`config.mk`:
```
export PLATFORM = sky130hd
export DESIGN_NAME = worker_batch_sched
export DESIGN_NICKNAME = d
export VERILOG_FILES = /design/src/rtl/worker_batch_sched.sv
export SDC_FILE = /design/constraint.sdc
export NUM_CORES = 1
export LEC_CHECK = 0
export CAP_MARGIN = 20
export CORE_ASPECT_RATIO = 0.7
export CORE_UTILIZATION = 25
export DETAILED_ROUTE_END_ITERATION = 7
export SYNTH_ARGS = -nofsm -noshare
export SYNTH_HDL_FRONTEND = slang
export SYNTH_SLANG_ARGS = --single-unit
```
`constraint.sdc`:
```
create_clock -name clk -period 3.6 [get_ports clk]
set_input_delay 1.08 -clock clk [delete_from_list [all_inputs] [get_ports clk]]
set_output_delay 1.08 -clock clk [all_outputs]
set_load 0.02 [all_outputs]
```
`src/rtl/worker_batch_sched.sv`:
```
// Round-robin batch dispatcher for an array of worker_sram instances.
// Hands out batch indices 0..total-1 one per cycle to free workers and counts completions.
module worker_batch_sched #(
  parameter int unsigned NUM_WORKER = 4,
  parameter int unsigned BATCH_BW   = 8,
  parameter int unsigned WID_BW     = 2
) (
  input  logic                         clk,
  input  logic                         rst_n,
  input  logic                         start,
  input  logic [BATCH_BW:0]            total_batch,
  input  logic [NUM_WORKER-1:0]        batch_finish,
  output logic [NUM_WORKER-1:0]        worker_en,
  output logic [NUM_WORKER-1:0]        worker_rst_n,
  output logic [NUM_WORKER*BATCH_BW-1:0] worker_batch,
  output logic                         busy,
  output logic                         done,
  output logic [BATCH_BW:0]            finished_cnt
);

  localparam int unsigned CNT_W = BATCH_BW + 1;

  typedef enum logic [1:0] {S_IDLE, S_DISPATCH, S_DRAIN, S_DONE} state_t;
  typedef enum logic [1:0] {W_FREE, W_CLR, W_RUN} wstate_t;

  state_t                                  r_state, w_state;
  wstate_t                                 r_wstate [NUM_WORKER];
  wstate_t                                 w_wstate [NUM_WORKER];
  logic [WID_BW-1:0]                       r_rr_ptr, w_rr_ptr;
  logic [CNT_W-1:0]                        r_next_batch, w_next_batch;
  logic [CNT_W-1:0]                        r_total, w_total;
  logic [CNT_W-1:0]                        r_finished_cnt, w_finished_cnt;
  logic [CNT_W-1:0]                        w_pop, w_fin_sum;
  logic [NUM_WORKER-1:0][BATCH_BW-1:0]     r_worker_batch, w_worker_batch;
  logic [NUM_WORKER-1:0]                   r_worker_en, w_worker_en;
  logic [NUM_WORKER-1:0]                   r_worker_rst_n, w_worker_rst_n;
  logic                                    r_busy, w_busy;
  logic                                    r_done, w_done;
  logic [WID_BW-1:0]                       w_idx, w_sel;
  logic                                    w_found;

  // Next-state and next-output logic for the run FSM and every worker slot
  always_comb begin
    w_state        = r_state;
    w_wstate       = r_wstate;
    w_rr_ptr       = r_rr_ptr;
    w_next_batch   = r_next_batch;
    w_total        = r_total;
    w_worker_batch = r_worker_batch;
    w_pop          = '0;
    w_idx          = '0;
    w_sel          = '0;
    w_found        = 1'b0;
    w_worker_en    = '0;
    w_worker_rst_n = '1;

    // Finishes only count for workers actually running
    for (int unsigned i = 0; i < NUM_WORKER; i++) begin
      if (r_wstate[i] == W_RUN && batch_finish[i]) begin
        w_wstate[i] = W_FREE;
        w_pop       = w_pop + CNT_W'(1);
      end else if (r_wstate[i] == W_CLR) begin
        w_wstate[i] = W_RUN;
      end
    end
    w_fin_sum      = r_finished_cnt + w_pop;
    w_finished_cnt = w_fin_sum;

    // First free worker at or after the round-robin pointer
    for (int unsigned k = 0; k < NUM_WORKER; k++) begin
      w_idx = WID_BW'((32'(r_rr_ptr) + k) % NUM_WORKER);
      if (!w_found && r_wstate[w_idx] == W_FREE) begin
        w_found = 1'b1;
        w_sel   = w_idx;
      end
    end

    case (r_state)
      S_IDLE: begin
        if (start) begin
          w_total        = total_batch;
          w_next_batch   = '0;
          w_finished_cnt = '0;
          w_state        = (total_batch == '0) ? S_DONE : S_DISPATCH;
        end
      end
      S_DISPATCH: begin
        if (w_found) begin
          w_wstate[w_sel]       = W_CLR;
          w_worker_batch[w_sel] = r_next_batch[BATCH_BW-1:0];
          w_next_batch          = r_next_batch + CNT_W'(1);
          w_rr_ptr              = (32'(w_sel) == NUM_WORKER - 1) ? '0 : w_sel + WID_BW'(1);
          if (w_next_batch == r_total) w_state = S_DRAIN;
        end
      end
      S_DRAIN: begin
        if (w_fin_sum == r_total) w_state = S_DONE;
      end
      S_DONE:  w_state = S_IDLE;
      default: w_state = S_IDLE;
    endcase

    for (int unsigned i = 0; i < NUM_WORKER; i++) begin
      w_worker_en[i]    = (w_wstate[i] == W_RUN);
      w_worker_rst_n[i] = (w_wstate[i] != W_CLR);
    end
    w_busy = (w_state == S_DISPATCH) || (w_state == S_DRAIN);
    w_done = (w_state == S_DONE);
  end

  // State and registered outputs
  always_ff @(posedge clk or negedge rst_n) begin
    if (!rst_n) begin
      r_state        <= S_IDLE;
      for (int unsigned i = 0; i < NUM_WORKER; i++) r_wstate[i] <= W_FREE;
      r_rr_ptr       <= '0;
      r_next_batch   <= '0;
      r_total        <= '0;
      r_finished_cnt <= '0;
      r_worker_batch <= '0;
      r_worker_en    <= '0;
      r_worker_rst_n <= '1;
      r_busy         <= 1'b0;
      r_done         <= 1'b0;
    end else begin
      r_state        <= w_state;
      r_wstate       <= w_wstate;
      r_rr_ptr       <= w_rr_ptr;
      r_next_batch   <= w_next_batch;
      r_total        <= w_total;
      r_finished_cnt <= w_finished_cnt;
      r_worker_batch <= w_worker_batch;
      r_worker_en    <= w_worker_en;
      r_worker_rst_n <= w_worker_rst_n;
      r_busy         <= w_busy;
      r_done         <= w_done;
    end
  end

  assign worker_en    = r_worker_en;
  assign worker_rst_n = r_worker_rst_n;
  assign worker_batch = r_worker_batch;
  assign busy         = r_busy;
  assign done         = r_done;
  assign finished_cnt = r_finished_cnt;

endmodule

```
-- Word level (Yosys, flattened, before mapping)
Cells that the tools add are included.
- bits in registers: 81
- input bits: 16
- output and inout bits: 51
- logic and storage cells: 143
- add/subtract/negate cells: 9
- magnitude comparators: 8
- eq/ne operators: 27
- mux-type cells: 51
- bitwise logic cells: 8
- reductions and logical operators: 23
- operators by type and width (kind ; count):
    9-bit two-way mux ; 7
    2-bit two-way mux ; 27
    9-bit by 1-bit adder with 9-bit output (second input constant) ; 4
    32-bit bitwise mux ; 1
    2-bit equality test (second input constant) ; 13
    8-bit two-way mux ; 3
    9-bit equality test ; 2
    9-bit one-hot mux with 2 select lines ; 1
    2-bit binary-select mux with 2-bit select ; 4
    8-bit demux with 2-bit select ; 1
    3-bit >= comparator (second input constant) ; 5
    2-bit inverter with 3-bit output ; 5
    2-bit by 1-bit equality test with 1-bit output (second input constant) ; 6
    2-bit zero test ; 5
    9-bit adder ; 1
    1-bit logical AND ; 9
    9-bit zero test ; 1
    2-bit by 1-bit inequality test with 1-bit output (second input constant) ; 4
    2-bit one-hot mux with 4 select lines ; 1
    1-bit two-way mux ; 5
    2-bit by 1-bit adder with 2-bit output (second input constant) ; 2
    2-bit adder (second input constant) ; 2
    4-bit AND ; 1
    2-bit demux with 2-bit select ; 1
    other kinds (11) ; 15

-- Longest topological paths before layout
- depth after elaboration: 25
- gate-level depth with buffers: 17
- mapped depth without buffers: 17

-- Worst setup path before layout
Ideal clock, no wire load.
- kind: input port to flip-flop
- start: in batch_finish[1]
- end: reg r_busy, in the netlist busy
- library setup time: 0.126 ns
- arrival time: 4.296 ns
- data required time: 3.474 ns
- slack: -0.822 ns
- cell stages on the path: 15
- buffers on the path: 0
- path through: nand2_1 or2_2 inv_1 ha_1 xnor2_1 ha_1 mux2_2 fa_1 a211o_1 o2111ai_1 xor2_1 xor2_1 nand4_1 o31ai_1 ha_1
- word-level cells in the longest chain between the ends: 12
- elaborated cells on any way between the ends: 13
- those cells by class: 3 x add/sub; 3 x eq/ne; 5 x mux; 2 x reduce/logical
- RTL lines (item ; line ; source):
    from (decl) ; 12 ; input logic [NUM_WORKER-1:0] batch_finish,
    1-bit logical AND (*) ; 59 ; if (r_wstate[i] == W_RUN && batch_finish[i]) begin
    9-bit two-way mux (*) ; 59 ;
    9-bit by 1-bit adder with 9-bit output ; 61 ; w_pop = w_pop + CNT_W'(1);
    9-bit two-way mux (*) ; 59 ;
    9-bit by 1-bit adder with 9-bit output ; 61 ;
    9-bit two-way mux (*) ; 59 ;
    9-bit adder (*) ; 66 ; w_fin_sum = r_finished_cnt + w_pop;
    9-bit equality test (*) ; 97 ; if (w_fin_sum == r_total) w_state = S_DONE;
    2-bit two-way mux (*) ; 97 ;
    2-bit one-hot mux with 4 select lines (*) ; 78 ; case (r_state)
    net w_state[0] ; 26 ; state_t r_state, w_state;
    2-bit by 1-bit equality test with 1-bit output / 2-bit equality test (equally long branches) ; 107 ; w_busy = (w_state == S_DISPATCH) || (w_state == S_DRAIN);
    1-bit logical OR (*) ; 107 ;
    net w_busy ; 37 ; logic r_busy, w_busy;
    to (signal assigned) ; 135 ; r_busy <= w_busy;
    to (decl) ; 37 ;
The timed path passes the listed nets; every way through them passes the cells marked *.
A chain may end at the register's enable or synchronous reset.

-- Final worst setup path
Same ends and word-level chain as after synthesis.

==> impl.org <==
** Drt
- Summed over all layers, the routed wires come to 10.5 mm.
- In the routed design, unresolved DRC markers number 0.
- Number of vias per cell :: 4.69
- Number of DRC violations after detailed-routing iteration 0 :: 106
- Total number of vias :: 3112
- Once detail routing completed, the nets flagged for antenna violations numbered 0.
- Dividing the detail-routed wire length by the instance count gives 15.8 um.
- Number of optimization iterations in the first detailed-route pass :: 4

** Worst setup path
- For the worst flop-to-flop path, the logic depth is 15.
- Setup Crit Path Kind :: in -> reg
- For the worst setup path, the data arrival time is ~4.2 ns.
- At the worst endpoint, the required time is 3.83 ns.
- The worst setup path is captured at a register.
- Maximum fanout count along the critical path :: 3
- Worst r2r src :: r_wstate[5]
- STA classifies the critical path startpoint as an input pin.
- Worst reg2reg setup slack :: about 0.020 ns
- Reg2reg end :: busy
- Tracing the worst setup path back leads to its startpoint at batch_finish[1].

** Clocking
- Root Buffer Master :: sky130_fd_sc_hd__clkbuf_16
- Buffers inserted during clock tree synthesis total 9.
- Number of buffers inserted by hold repair at cts :: 0
- Clock insertion delay at the later pin of the skew report :: 0.34 ns
- The longest clock path from root to sink contains 2 buffers.
- CTS HTree Levels :: 3
- Number of sinks on the clock net :: 81
- TritonCTS built the clock tree.
- After clock tree synthesis, the clock-pin slew on the worst setup and hold paths is 0.06 ns.

** Pwr
- Total design power :: 0.00225 W
- Power density of the placed cells :: 410 nW/um^2
- IR analysis of the VDD net gives a maximum drop of 0.000242 V.
- For this design the static power due to leakage is 2.53 nW.

** GRT
- Number of global-route vias before repair :: 3094
- The number of antenna violations at the first check in global routing came to 0.
- Entering global routing, the biggest net connects between 80 and 90 pins.
- First-pass GRT wire length :: around 17 mm
- In the global route stage, overall resource usage came out at 0.132.
- For this run the aggregate overflow at the end of global routing stands at 0.

** Final layout
- The final layout contains 490 nets.
- Number of antenna cells inserted :: 0
- Most frequent standard cell in the layout excluding fill and tap cells :: sky130_fd_sc_hd__dfrtp_1
- Fraction of layout instances using a drive strength above 1 :: 0.226
- From synthesis to final layout, the design area changed by 34.7%.
- Once layout is complete, the cells apart from fillers number roughly 660.
- The top cell types in the final layout, fill and taps aside, are 77 x sky130_fd_sc_hd__dfrtp_1, 62 x sky130_fd_sc_hd__clkdlybuf4s50_1, 37 x sky130_fd_sc_hd__nand2_1, 37 x sky130_fd_sc_hd__mux2_2, 31 x sky130_fd_sc_hd__nor2_1.

** Yosys
- In this run, synthesis inferred 0 flip-flops with an integrated enable.
- The share of the Yosys chip area taken by registers is 0.500.
- A synthesized cell averages 10.9 um^2.
- Number of nets in the synthesized netlist :: between 400 and 500
- Synthesized flop and latch total :: 81
- Unique masters post-synth :: 56
- After synthesis the cells add up to approximately 4000 um^2.
- Synthesis handed over a netlist of 374 instances.
- The most used flip-flop cell after synthesis is sky130_fd_sc_hd__dfrtp_1.
- Yosys warnings :: 0
- Share of flip-flops with an asynchronous set or reset :: 1.00

** STA
- Total count of max-transition violations in the final report :: 0
- Clock skew :: 0.00711 ns
- Of the available clock period, the critical path in the final layout requires 1.11.
- Final number of setup-violating endpoints :: 3
- Transition time of the tightest slew-check pin :: 0.836 ns
- Setup repair after global routing could not meet its margin everywhere.
- Headroom to the max-slew limit came out at 0.437.
- Based on the critical path, the design can be clocked at up to around 0.25 GHz.
- Clock period minus worst slack :: 4.00 ns
- Final Hold Violating Endpoints :: 0
- Final worst slack :: -0.402 ns

** Floorplan
- From bottom edge to top edge, the die measures 109 um.
- Area of the die :: 16800 um^2
- The initial utilization of the core area, before any placement, comes to 0.259.
- The initialized floorplan defines 38 standard-cell rows.
- Ports placed on the boundary :: 67
- Placeable core region :: 15700 um^2
- The die is 154 um wide.

** Placement
- Once placement completed, the tool counted placed cells totaling 643.
- Routability-driven placement finished with a final weighted congestion of 0.894.
- Count of input and output buffers :: 66
- Half-perimeter wire length of the detailed placement result :: 7.45 mm

** Worst hold path
- The worst hold path begins at worker_batch[19].
- The path class of the tightest hold or removal check is reg -> reg.
- The path with the worst hold slack has its endpoint at worker_batch[19].
- Min-Delay Path Depth :: 2

** Run status
- The flow ran to the end, but the final reports show violations.
- The checks that failed: setup timing.

** Job
- Max-cap violations in this run came to 0.
-- report_power, final --
group | total, W | switching [W] | internal (W) | leakage [nW]
combinational | 0.000353 | 0.000180 | 0.000172 | 1.34
sequential | 0.00101 | 0.0000624 | 0.000944 | 1.05
clock | 0.000888 | 0.000355 | 0.000533 | 0.133
total | 0.00225 | 0.000598 | 0.00165 | 2.53
-- critical path, stage by stage --
cell                        delay [ns]
sky130_fd_sc_hd__buf_6            0.07
sky130_fd_sc_hd__nand2_4          0.04
sky130_fd_sc_hd__or2_4            0.25
sky130_fd_sc_hd__inv_4            0.06
sky130_fd_sc_hd__ha_4             0.20
sky130_fd_sc_hd__xnor2_4          0.17
sky130_fd_sc_hd__ha_4             0.22
sky130_fd_sc_hd__mux2_4           0.29
sky130_fd_sc_hd__fa_2             0.37
sky130_fd_sc_hd__a21o_1           0.21
sky130_fd_sc_hd__a21o_1           0.21
sky130_fd_sc_hd__xor2_2           0.16
sky130_fd_sc_hd__xnor2_1          0.15
sky130_fd_sc_hd__o2111ai_1        0.16
sky130_fd_sc_hd__o31ai_2          0.30
sky130_fd_sc_hd__ha_1             0.28
-- routing by layer --
| layer | vias to the layer above | GRT usage | wire (um) |
|---|---|---|---|
| li1 | 1484 | - | - |
| met1 | 1559 | 0.172 | 4950 |
| met2 | 62 | 0.210 | 4920 |
| met3 | 7 | 0.0441 | 511 |
| met4 | 0 | 0.0318 | 92 |
| met5 | - | 0 | 0 |
-- synthesized netlist by cell type, drive strengths merged, types with 7 or more instances --
cell type | instances | area (um^2)
nand2 | 38 | 143
mux2 | 38 | 428
buf | 11 | 76.3
ha | 13 | 163
xor2 | 12 | 105
nor2 | 32 | 120
nand3b | 7 | 52.6
o21ai | 24 | 120
clkbuf | 7 | 27.5
xnor2 | 17 | 149
dfrtp | 77 | 1930
inv | 9 | 33.8
-- flip-flops by register name, indices dropped and copies added, names as in the netlist --
name          count
worker_en         4
busy              1
r_total           9
finished_cnt      9
r_rr_ptr          2
r_state           2
worker_batch     32
r_wstate          8
done              1
r_next_batch      9
worker_rst_n      4
-- per-stage QoR --
stage	setup WS [ns]	cell area, um^2	utilization	hold WS (ns)	TNS (ns)
after floorplan	-0.463	4120	-	0.471	-0.957
after global placement	-1.21	5080	0.324	0.470	-6.82
after detailed placement	-1.24	5080	0.324	0.484	-7.07
after CTS	-0.528	5380	0.343	0.497	-1.15
after global routing	-0.537	5480	0.349	0.514	-1.25
final	-0.402	5480	0.349	0.494	-0.761
-- worst max-delay path by stage --
stage / to / cells after the start / slack [ns]
floorplan: busy / 15 / -0.46
finish: busy / 16 / -0.40
global route: busy / 17 / -0.54
detailed placement: busy / 15 / -1.24
global placement: busy / 15 / -1.21
CTS: busy / 16 / -0.53
-- layout make-up --
class | count | area [um^2]
tap | 200 | 250
multi-input combinational | 266 | 2000
clock buffer | 12 | 236
fill | 1568 | 10200
sequential | 81 | 2030
timing repair buffer | 93 | 876
clock inverter | 3 | 42.5
inverter | 9 | 36.3
-- cells by family (layout without fill, tap and decap cells) --
group                      count (synthesis)  in the layout  synth area share
other                                      1              1          0.000922
xor gates and xnor gates                  29             29            0.0624
and+or+nand+nor                          119            119             0.146
AOI/OAI and AO/OA                         61             61            0.0969
DFF                                       81             81             0.500
adders and majority gates                 14             14            0.0449
buffers and inverters                     27            117            0.0338
muxes                                     42             42             0.115
-- timing repair --
| item | in CTS | in global routing |
|---|---|---|
| endpoints found under the setup margin | 10 | 6 |
| pin swaps | 12 | 13 |
| gates cloned | 0 | 0 |
| buffers inserted | 2 | 3 |
| resized for setup | 12 | 10 |
No activity file was read; power rests on OpenSTA's default activity.
==> patch: new RTL, same settings <==
Change the parameter `NUM_WORKER` from 4 to 8.
--- a/src/rtl/worker_batch_sched.sv
+++ b/src/rtl/worker_batch_sched.sv
@@ -2,5 +2,5 @@
 // Hands out batch indices 0..total-1 one per cycle to free workers and counts completions.
 module worker_batch_sched #(
-  parameter int unsigned NUM_WORKER = 4,
+  parameter int unsigned NUM_WORKER = 8,
   parameter int unsigned BATCH_BW   = 8,
   parameter int unsigned WID_BW     = 2
Interface: changed (resized batch_finish, worker_batch, worker_en and worker_rst_n); port bits go from 67 to 111. The function was not compared with the original's and may differ.
==> patch against the unedited design <==
The flow still finishes with violations (negative setup slack). Synthesized area up 31%. Routed wire length rose by 21%. Cell count is 41% higher. Sequential cell count increased by 16. Clock power up 3.3%. Critical path depth grew 12. Cell area increased by 35%. Clock skew shrank 0.0017 ns. Maximum frequency down 35%. Total power increased to 2.9 times the old value. Worst setup slack lost 2.2 ns.
==> patch: results (changes against the unedited design) <==
[status]
status=finished, violations left
failed_checks=negative setup slack

[yosys]
synth_cell_types=51  ; -8.9%
synthTopCellsByArea=dfrtp_1 42%, mux2_2 8.7%, ha_1 4.9%
synth_area_per_cell_um2=10.4  ; -4.2%
synth_seq_area_share_pct=45.7  ; -4.3 points
ys.flop_type=dfrtp_1
ys_top_cells_by_count=89 x dfrtp_1, 45 x nand2_1, 41 x mux2_2, 37 x nor2_1, 32 x buf_4

[layout]
nFillCells=2107  ; +34%
drive_above_1_share_pct=28.7  ; +6.1 points
final_nets=699  ; +43%
regArea_um2=2440  ; +20%

[global_routing]
grt_pass1_vias=3790  ; +22%
groute.usage.overall_pct=12.1  ; -1.1 points
grt_start_max_net_pins=58  ; -29%
grt_pass1_wl_mm=20.5  ; +23%

[placed_design]
hpwl_mm=9.49  ; +27%
post-place-ws_ns=-3.65  ; -2.41 ns
gp_congestion=0.776  ; -13%
io_buffers=78  ; +18%
place_inst=914  ; +42%
dpl-instance-area_um2=6840  ; +35%

[sta]
maxSlewHeadroom_pct=48.5  ; +4.7 points
layout_setup_ws_ns=-2.59  ; -2.19 ns
timing.setup.tns_ns=-20.62  ; -19.85 ns
clock_skew_ns=0.00537  ; -0.00173 ns
setup_viol=12  ; +9

[worst_setup_path]
worstPathArrival_ns=6.41  ; +2.18 ns
slowest_delay_ns=0.46  ; +0.09 ns
crit_fanout=2  ; -1

[power]
ir_worst_vdd_mv=0.281  ; +16%
power.leakage_nw=3.33  ; +31%

[clocking]
cts_resized=41  ; +29
cts_setup_buffers=9  ; +7
htree_levels=3  ; unchanged

[route]
vias=3923  ; +26%
wire_per_inst_um=13.5  ; -14%
drt-total-wl_mm=12.7  ; +21%
drtIter0Drc=149  ; +41%

## patch: changes by cell type after synthesis, sizes merged, moves of 11 or more
cell / delta
a21oi: +17
buf: +28
xnor2: +11
dfrtp: +12
inv: +12
## patch: kinds of logic after synthesis
kind of cell | count (synthesis) | synth area share [%]
other | 2 | 0.141
DFF | 97 | 45.7
and+or+nand+nor | 153 | 14.5
buffers and inverters | 74 | 7.69
xor gates and xnor gates | 46 | 8.82
adders and majority gates | 22 | 5.30
AOI/OAI and AO/OA | 72 | 8.26
muxes | 46 | 9.59
## patch: area by class of cell
class | instances | share of cell area (%)
inverters | 21 | 1.13
flip-flops and latches | 97 | 32.9
repair buffers | 150 | 18.4
clock inverters | 6 | 0.557
multi-input cells | 378 | 39.2
well taps | 276 | 4.66
clock buffers | 10 | 3.22
## patch: layer usage
metal  global-route usage (%)  wire length, um  up-vias
met5                        0                0        -
li1                         -                -     1961
met3                     2.76              514       10
met4                     2.59              102        0
met1                     18.8             6910     1880
met2                     16.6             5160       72
## patch: path summary, 6_finish.rpt
check / start / cells past startpoint / to / slack [ns]
setup / recovery: batch_finish[0] / 28 / busy$_DFF_PN0_ / -2.59
hold / removal: worker_batch[10]$_DFFE_PN0P_ / 1 / worker_batch[10]$_DFFE_PN0P_ / 0.51
setup reg to reg: r_wstate[13]$_DFF_PN0_ / 26 / busy$_DFF_PN0_ / -2.15
hold reg to reg: worker_batch[10]$_DFFE_PN0P_ / 1 / worker_batch[10]$_DFFE_PN0P_ / 0.51
max in group asynchronous: rst_n / 2 / finished_cnt[5]$_DFF_PN0_ / 2.10
min in group asynchronous: rst_n / 1 / worker_en[0]$_DFF_PN0_ / 0.80
## patch: where the power goes
part	switching [mW]	internal, mW
registers	0.360	1.50
logic	1.82	1.92
clock network	0.427	0.490
total	2.61	3.91
